$ cat src/rtl/urna_pkg.sv
`default_nettype none
// ============================================================================
// Module   : urna_pkg
// Brief    : Shared types and constants for the Urna booth arbiter: session
//            state encoding, default vote-code width and the two vote codes
//            the tally counts (every other code is a null vote).
// Revision : 1.0 - initial release
// ============================================================================
package urna_pkg;

  // Default width of a booth vote code (digit3..digit0)
  localparam int URNA_CODE_W = 4;

  // Session state, encoding is visible on the state_o port
  typedef enum logic [1:0] {
    ST_IDLE   = 2'b00,
    ST_OPEN   = 2'b01,
    ST_COMMIT = 2'b10,
    ST_CLOSED = 2'b11
  } urna_state_e;

  // Vote codes recognised by the tally block
  localparam logic [URNA_CODE_W-1:0] CODE_C1 = 4'b0100;
  localparam logic [URNA_CODE_W-1:0] CODE_C2 = 4'b1000;

endpackage : urna_pkg
`default_nettype wire

$ cat src/rtl/urna_rr_pick.sv
`default_nettype none
// ============================================================================
// Module   : urna_rr_pick
// Brief    : Combinational round-robin picker. Scans the eligible mask
//            starting just after the pointer, wrapping around, and returns
//            the first hit as a one-hot grant and as an index.
// Revision : 1.0 - initial release
// ============================================================================
module urna_rr_pick #(
  parameter int N     = 4,
  parameter int IDX_W = 2
) (
  input  logic [N-1:0]     elig_i,
  input  logic [IDX_W-1:0] ptr_i,
  output logic [N-1:0]     gnt_o,
  output logic [IDX_W-1:0] idx_o,
  output logic             found_o
);

  int               pos;
  logic [IDX_W-1:0] pos_idx;

  // First eligible booth at or after ptr+1, modulo N; the old owner is last
  always_comb begin
    gnt_o   = '0;
    idx_o   = '0;
    found_o = 1'b0;
    pos     = 0;
    pos_idx = '0;
    for (int k = 1; k <= N; k++) begin
      pos     = (int'(ptr_i) + k) % N;
      pos_idx = IDX_W'(pos);
      if (!found_o && elig_i[pos_idx]) begin
        found_o        = 1'b1;
        gnt_o[pos_idx] = 1'b1;
        idx_o          = pos_idx;
      end
    end
  end

endmodule : urna_rr_pick
`default_nettype wire

$ cat src/rtl/urna_booth_arbiter.sv
`default_nettype none
// ============================================================================
// Module   : urna_booth_arbiter
// Brief    : Election session controller (idle -> open -> closed) and
//            round-robin arbiter sharing one tally datapath between N_BOOTH
//            booths. A booth may cast one vote per poll-worker release; the
//            accepted vote is offered to the tally over valid/ready.
// Options  : URNA_ARB_TIMEOUT_EN - authorizations expire after TIMEOUT
//            cycles and report it on timeout_evt_o.
// Revision : 1.0 - initial release
// ============================================================================
module urna_booth_arbiter
  import urna_pkg::*;
#(
  parameter int N_BOOTH = 4,
  parameter int CODE_W  = URNA_CODE_W,
  parameter int CNT_W   = 8,
  parameter int TIMEOUT = 255,
  localparam int IDX_W  = (N_BOOTH > 1) ? $clog2(N_BOOTH) : 1
) (
  input  logic                        clk,
  input  logic                        rst_n,
  input  logic                        open_i,
  input  logic                        finish_i,
  input  logic [N_BOOTH-1:0]          release_i,
  input  logic [N_BOOTH-1:0]          req_i,
  input  logic [N_BOOTH*CODE_W-1:0]   code_i,
  output logic [N_BOOTH-1:0]          ack_o,
  output logic [N_BOOTH-1:0]          authorized_o,
  output logic                        tally_valid_o,
  output logic [CODE_W-1:0]           tally_code_o,
  input  logic                        tally_ready_i,
  output logic [IDX_W-1:0]            grant_id_o,
  output logic [1:0]                  state_o,
  output logic [CNT_W-1:0]            votes_total_o
`ifdef URNA_ARB_TIMEOUT_EN
  ,
  output logic [N_BOOTH-1:0]          timeout_evt_o
`endif
);

  urna_state_e          state_q;
  logic [IDX_W-1:0]     ptr_q;
  logic [IDX_W-1:0]     grant_id_q;
  logic [CODE_W-1:0]    tally_code_q;
  logic                 tally_valid_q;
  logic                 finish_seen_q;
  logic [CNT_W-1:0]     votes_q;
  logic [N_BOOTH-1:0]   auth_q;
  logic [N_BOOTH-1:0]   auth_d;

  logic [N_BOOTH-1:0]   elig;
  logic [N_BOOTH-1:0]   pick_onehot;
  logic [IDX_W-1:0]     pick_idx;
  logic                 pick_found;
  logic [CODE_W-1:0]    pick_code;
  logic                 xfer;
  logic                 session_live;
  logic [N_BOOTH-1:0]   rel_ok;
  logic [N_BOOTH-1:0]   to_fire;

  // Releases only count while the session is running
  assign session_live = (state_q == ST_OPEN) || (state_q == ST_COMMIT);
  assign rel_ok       = session_live ? release_i : '0;
  assign elig         = req_i & auth_q;
  assign xfer         = (state_q == ST_COMMIT) && tally_valid_q && tally_ready_i;

  urna_rr_pick #(
    .N     (N_BOOTH),
    .IDX_W (IDX_W)
  ) u_pick (
    .elig_i  (elig),
    .ptr_i   (ptr_q),
    .gnt_o   (pick_onehot),
    .idx_o   (pick_idx),
    .found_o (pick_found)
  );

  // AND-OR mux of the granted booth's code using the one-hot grant
  always_comb begin
    pick_code = '0;
    for (int i = 0; i < N_BOOTH; i++) begin
      if (pick_onehot[i]) begin
        pick_code = pick_code | code_i[i*CODE_W +: CODE_W];
      end
    end
  end

  // Acknowledge the grantee during the cycle the tally takes the vote
  always_comb begin
    ack_o = '0;
    if (xfer) begin
      ack_o[grant_id_q] = 1'b1;
    end
  end

  // Authorization update: transfer and timeout clear, a release always wins
  always_comb begin
    auth_d = auth_q;
    if (xfer) begin
      auth_d[grant_id_q] = 1'b0;
    end
    auth_d = auth_d & ~to_fire;
    auth_d = auth_d | rel_ok;
  end

  // Authorization register
  always_ff @(posedge clk or negedge rst_n) begin
    if (!rst_n) begin
      auth_q <= '0;
    end else begin
      auth_q <= auth_d;
    end
  end

`ifdef URNA_ARB_TIMEOUT_EN
  localparam int TO_W = (TIMEOUT > 1) ? $clog2(TIMEOUT + 1) : 1;

  logic [N_BOOTH-1:0] timeout_evt_q;

  for (genvar gi = 0; gi < N_BOOTH; gi++) begin : g_timeout
    logic [TO_W-1:0] cnt_q;
    logic            dec;

    // The grantee's clock is frozen while its vote is waiting on the tally
    assign dec = auth_q[gi] &&
                 !((state_q == ST_COMMIT) && (grant_id_q == IDX_W'(gi)));
    assign to_fire[gi] = dec && !rel_ok[gi] && (cnt_q <= TO_W'(1));

    // Per-booth lifetime counter, reloaded by every release
    always_ff @(posedge clk or negedge rst_n) begin
      if (!rst_n) begin
        cnt_q <= '0;
      end else if (rel_ok[gi]) begin
        cnt_q <= TO_W'(TIMEOUT);
      end else if (dec && (cnt_q != '0)) begin
        cnt_q <= cnt_q - TO_W'(1);
      end
    end
  end

  // One-cycle expiry pulse per booth
  always_ff @(posedge clk or negedge rst_n) begin
    if (!rst_n) begin
      timeout_evt_q <= '0;
    end else begin
      timeout_evt_q <= to_fire;
    end
  end

  assign timeout_evt_o = timeout_evt_q;
`else
  logic unused_timeout_cfg;

  assign to_fire            = '0;
  assign unused_timeout_cfg = ^TIMEOUT;
`endif

  // Session FSM with the registered tally port, pointer and vote counter
  always_ff @(posedge clk or negedge rst_n) begin
    if (!rst_n) begin
      state_q       <= ST_IDLE;
      ptr_q         <= IDX_W'(N_BOOTH - 1);
      grant_id_q    <= '0;
      tally_code_q  <= '0;
      tally_valid_q <= 1'b0;
      finish_seen_q <= 1'b0;
      votes_q       <= '0;
    end else begin
      case (state_q)
        ST_IDLE: begin
          if (open_i) begin
            state_q <= ST_OPEN;
          end
        end
        ST_OPEN: begin
          tally_valid_q <= 1'b0;
          if (finish_i) begin
            state_q <= ST_CLOSED;
          end else if (pick_found) begin
            tally_code_q  <= pick_code;
            grant_id_q    <= pick_idx;
            tally_valid_q <= 1'b1;
            state_q       <= ST_COMMIT;
          end
        end
        ST_COMMIT: begin
          if (finish_i) begin
            finish_seen_q <= 1'b1;
          end
          if (tally_ready_i) begin
            tally_valid_q <= 1'b0;
            ptr_q         <= grant_id_q;
            if (votes_q != {CNT_W{1'b1}}) begin
              votes_q <= votes_q + CNT_W'(1);
            end
            // A finish seen on this very edge still closes without reopening
            state_q <= (finish_seen_q || finish_i) ? ST_CLOSED : ST_OPEN;
          end
        end
        ST_CLOSED: begin
          tally_valid_q <= 1'b0;
        end
        default: begin
          state_q <= ST_IDLE;
        end
      endcase
    end
  end

  assign authorized_o  = auth_q;
  assign tally_valid_o = tally_valid_q;
  assign tally_code_o  = tally_code_q;
  assign grant_id_o    = grant_id_q;
  assign state_o       = state_q;
  assign votes_total_o = votes_q;

endmodule : urna_booth_arbiter
`default_nettype wire
$ cat config.mk
export PLATFORM = sky130hd
export DESIGN_NAME = urna_booth_arbiter
export DESIGN_NICKNAME = d
export VERILOG_FILES = /design/src/rtl/urna_pkg.sv /design/src/rtl/urna_rr_pick.sv /design/src/rtl/urna_booth_arbiter.sv
export SDC_FILE = /design/constraint.sdc
export NUM_CORES = 1
export LEC_CHECK = 0
export ABC_CLOCK_PERIOD_IN_PS = 3520
export CAP_MARGIN = 30
export CORE_ASPECT_RATIO = 0.8
export CORE_MARGIN = 2
export CORE_UTILIZATION = 45
export DETAILED_ROUTE_END_ITERATION = 10
export GPL_TIMING_DRIVEN = 0
export PLACE_DENSITY = 0.76
export SLEW_MARGIN = 10
export SYNTH_ARGS = -nofsm -noshare
export SYNTH_HDL_FRONTEND = slang
export SYNTH_SLANG_ARGS = --single-unit
$ cat constraint.sdc
create_clock -name clk -period 3.52 [get_ports clk]
set_input_delay 0.88 -clock clk [delete_from_list [all_inputs] [get_ports clk]]
set_output_delay 0.88 -clock clk [all_outputs]
set_load 0.005 [all_outputs]
==> impl_summary.txt <==
----------------------------------------------------
[Finish]
  Layout cells sized above 1 ... under 10%
  Area taken by multi-input logic gates ... ~1200 um2
  Synthesis-to-layout area growth ... 36.1%
  Diode count ... 0
  Final Instance Area ... 2520 um2
  Sequential cell area ... 603 um2
  Fill cell total of the finished layout ... ~340
  Final net count ... 300

[CTS]
  Clock slew at reported path FFs ... approximately 0.08 ns
  Post-cts gate resize count ... 0
  Clock tree from TritonCTS ... done
  Post-CTS setup buffer count ... 0
  Buffer cell driving the clock tree root ... sky130_fd_sc_hd__clkbuf_8
  Hold buffer count at CTS ... 0
  Number of buffers created by CTS ... 3
  Number of levels in the clock H-tree ... 1
  Clock Path Buffers ... 2
  Total clock sinks ... 24
  Clk Latency, worst-skew pair ... 0.27 ns

[STA]
  Tightest Pin Transition ... around 0.53 ns
  Tightest slew margin relative to the limit ... around 65%
  Setup-violating endpoint count in the final report ... 0
  Final Max Tran Viols ... 0
  Fmax achieved ... between 300 and 400 MHz
  Hold WS ... a little under 0.5 ns
  Number of hold-slack violations in the final timing report ... 0
  Min Clock Period, post-route ... 3.15 ns
  Setup total negative slack ... 0 ns
  RSZ-0062 raised after global routing ... no
  Post-route clock skew ... between 0.008 and 0.009 ns
  Final critical-path share of the clock period ... between 80 and 90%

[Detailed routing]
  Post-route antenna net violation count ... 0
  Final routed wirelength across all metal layers ... roughly 4.7 mm
  Detailed-route via count ... 1,778
  DRT iter0 DRCs ... roughly 180
  Number of iterations in the first detailed-routing pass ... 4
  Mean number of vias per cell ... ~5.7
  # DRC ... 0
  Post-DR wirelength/cell ... 15.0 um

[Power and ir drop]
  Worst VDD drop ... ~0.43 mV
  Post-layout power ... approximately 1.9 mW
  P_leak ... just over 1 nW
  Power per unit of standard cell area ... around 740 nW/um2

[Floorplanning]
  Core area ... 3880 um2
  Full die area ... between 4000 and 5000 um2
  Die boundary width ... between 70 and 80 um
  Number of core rows ... 20
  Initial core utilization ... 47.7%
  Io pins ... 54
  Vertical extent of the die ... around 60 um

[Yosys]
  Count of flip-flops with a built-in enable after synthesis ... 0
  Mux contribution to synthesized area ... 7.91%
  Cell with the most instances after synthesis ... sky130_fd_sc_hd__nand2_1
  Largest cells by area after synthesis ... sky130_fd_sc_hd__dfrtp_1, sky130_fd_sc_hd__ha_1, sky130_fd_sc_hd__mux4_2, sky130_fd_sc_hd__nand2_1, sky130_fd_sc_hd__a32oi_1
  Syn_nets ... between 200 and 250
  Number of library cell types mapped by synthesis ... 42
  Most used flip-flop cell after synthesis ... sky130_fd_sc_hd__dfrtp_1
  Xor/xnor cell area share of the yosys netlist ... 3.78%
  Part of the Yosys area used for sequential elements ... 32.6%
  Synth async-reset ratio ... between 90% and 100%
  Most numerous cell types in the synthesized netlist ... sky130_fd_sc_hd__nand2_1, sky130_fd_sc_hd__dfrtp_1, sky130_fd_sc_hd__ha_1, sky130_fd_sc_hd__nor2_1, sky130_fd_sc_hd__a21oi_1
  Number of warning messages in the yosys log ... 0
  Syn Inst Count ... 197
  Fraction of the mapped netlist area in compound gates ... a little over a fifth
  Yosys top cell by area ... sky130_fd_sc_hd__dfrtp_1
  Post-synthesis sequential element count ... 24
  Average cell area after synthesis ... about 9.4 um2
  Simple-gate portion of the synthesized area ... a little over a fifth
  Portion of synthesized cell area occupied by the leading cell type ... just under 30%
  Synthesized cell area ... approximately 1900 um2
  Main combinational cell family by area after synthesis ... compound AO/OA/AOI/OAI gates
  Fraction of the mapped netlist area in adder cells ... approximately a tenth

[Placement]
  Post-detailed-placement cell area ... around 2500 um2
  Gpl congestion ... roughly 0.8
  Count of buffers inserted at the top-level ports ... 53
  Detail Placement HPWL ... roughly 3.6 mm

[Global routing]
  GRT overflow ... 0
  First-pass GRT wire length ... 7.45 mm
  Antenna violations before repair ... 0
  Pin count of the biggest net entering global routing ... 15
  GRT Util Overall ... 21.0%
  Via count of the first global-routing pass ... roughly 1,600

[Min path]
  Min-Delay Path Depth ... 1
  HP Class ... reg2reg

[Outcome]
  Run status ... complete, no violations

[Worst setup path]
  Number of cells traversed by the worst register-to-register path ... 11
  Critical Path End Type ... output port
  Worst path arrival time ... between 2 and 2.5 ns
  CP Data Required Time ... 2.64 ns
  Kind of critical path ... in2out
  Slack of the worst reg-to-reg path ... around 0.40 ns
  Critical Path Start Type ... input port
  Worst-path maximum fanout ... 4

[Job]
  Number of maximum-capacitance violations ... 0

----------------------------------------------------
## cell type report
| cell class | count | area share, % |
|---|---|---|
| multi-input cells | 159 | 46.9 |
| flip-flops and latches | 24 | 23.9 |
| repair buffers | 54 | 21.6 |
| well taps | 55 | 2.73 |
| clock buffers | 4 | 2.18 |
| plain buffers | 6 | 1.39 |
| inverters | 8 | 1.19 |
## metrics by stage
step / setup WS [ns] / utilization, % / cells
2_1_floorplan: 0.833 / - / 197
3_3_place_gp: 0.340 / 63.2 / 305
3_5_place_dp: 0.263 / 63.6 / 306
4_1_cts: 0.353 / 65.0 / 310
5_1_grt: 0.172 / 65.0 / 310
6_report: 0.369 / 65.0 / 310
## cells in the final DEF, fill, tap and decap left out, types with 2 or more instances in the layout
master	count
sky130_fd_sc_hd__a21oi_1	10
sky130_fd_sc_hd__a221oi_1	4
sky130_fd_sc_hd__a32oi_1	8
sky130_fd_sc_hd__a41oi_1	3
sky130_fd_sc_hd__and2_1	4
sky130_fd_sc_hd__and3_1	6
sky130_fd_sc_hd__and4_1	2
sky130_fd_sc_hd__buf_2	4
sky130_fd_sc_hd__clkbuf_8	4
sky130_fd_sc_hd__clkdlybuf4s50_1	53
sky130_fd_sc_hd__dfrtp_1	22
sky130_fd_sc_hd__dfstp_2	2
sky130_fd_sc_hd__ha_1	15
sky130_fd_sc_hd__inv_1	7
sky130_fd_sc_hd__mux2_2	3
sky130_fd_sc_hd__mux4_2	5
sky130_fd_sc_hd__nand2_1	23
sky130_fd_sc_hd__nand3_1	4
sky130_fd_sc_hd__nand4_1	6
sky130_fd_sc_hd__nand4b_1	2
sky130_fd_sc_hd__nor2_1	14
sky130_fd_sc_hd__nor2b_1	2
sky130_fd_sc_hd__nor3_1	5
sky130_fd_sc_hd__o21a_1	9
sky130_fd_sc_hd__o21ai_0	9
sky130_fd_sc_hd__o21ai_1	2
sky130_fd_sc_hd__o22ai_1	3
sky130_fd_sc_hd__xnor2_1	5
sky130_fd_sc_hd__xor2_1	3
## sequential cells by signal, indices dropped and copies added (netlist names)
name / cells
tally_code_o: 4
authorized_o: 4
votes_total_o: 8
grant_id_o: 2
ptr_q: 2
finish_seen_q: 1
state_o: 2
tally_valid_o: 1
## metal layers
metal,up-vias,global-route usage [%],wire length (um)
met5,-,0,0
li1,859,-,-
met2,61,33.0,2110
met3,2,2.13,235
met4,0,3.76,13
met1,856,32.0,2290
## cell families after synthesis
kind of cell,count (synthesis)
and+or+nand+nor,73
AOI/OAI and AO/OA,55
xor gates and xnor gates,8
adders and majority gates,15
DFF,24
buffers and inverters,14
muxes,8
## power by group
group / leakage, nW / internal, mW / switching (mW)
combinational: 0.719 / 0.562 / 0.645
sequential: 0.276 / 0.373 / 0.101
clock: 0.0288 / 0.0997 / 0.0852
## worst max-delay path, cell delays in order
cell and delay, ns:
sky130_fd_sc_hd__clkdlybuf4s50_1 0.52, sky130_fd_sc_hd__nand3_1 0.12, sky130_fd_sc_hd__nor3_1 0.21, sky130_fd_sc_hd__clkdlybuf4s50_1 0.54
## worst paths after layout
path | from | to
max in group asynchronous | rst_n | ptr_q[0]
min reg2reg | finish_seen_q | finish_seen_q
max | tally_ready_i | ack_o[0]
min in group asynchronous | rst_n | authorized_o[3]
min | finish_seen_q | finish_seen_q
max reg2reg | ptr_q[1] | tally_code_o[2]
Power figures use the tool's default switching activity.
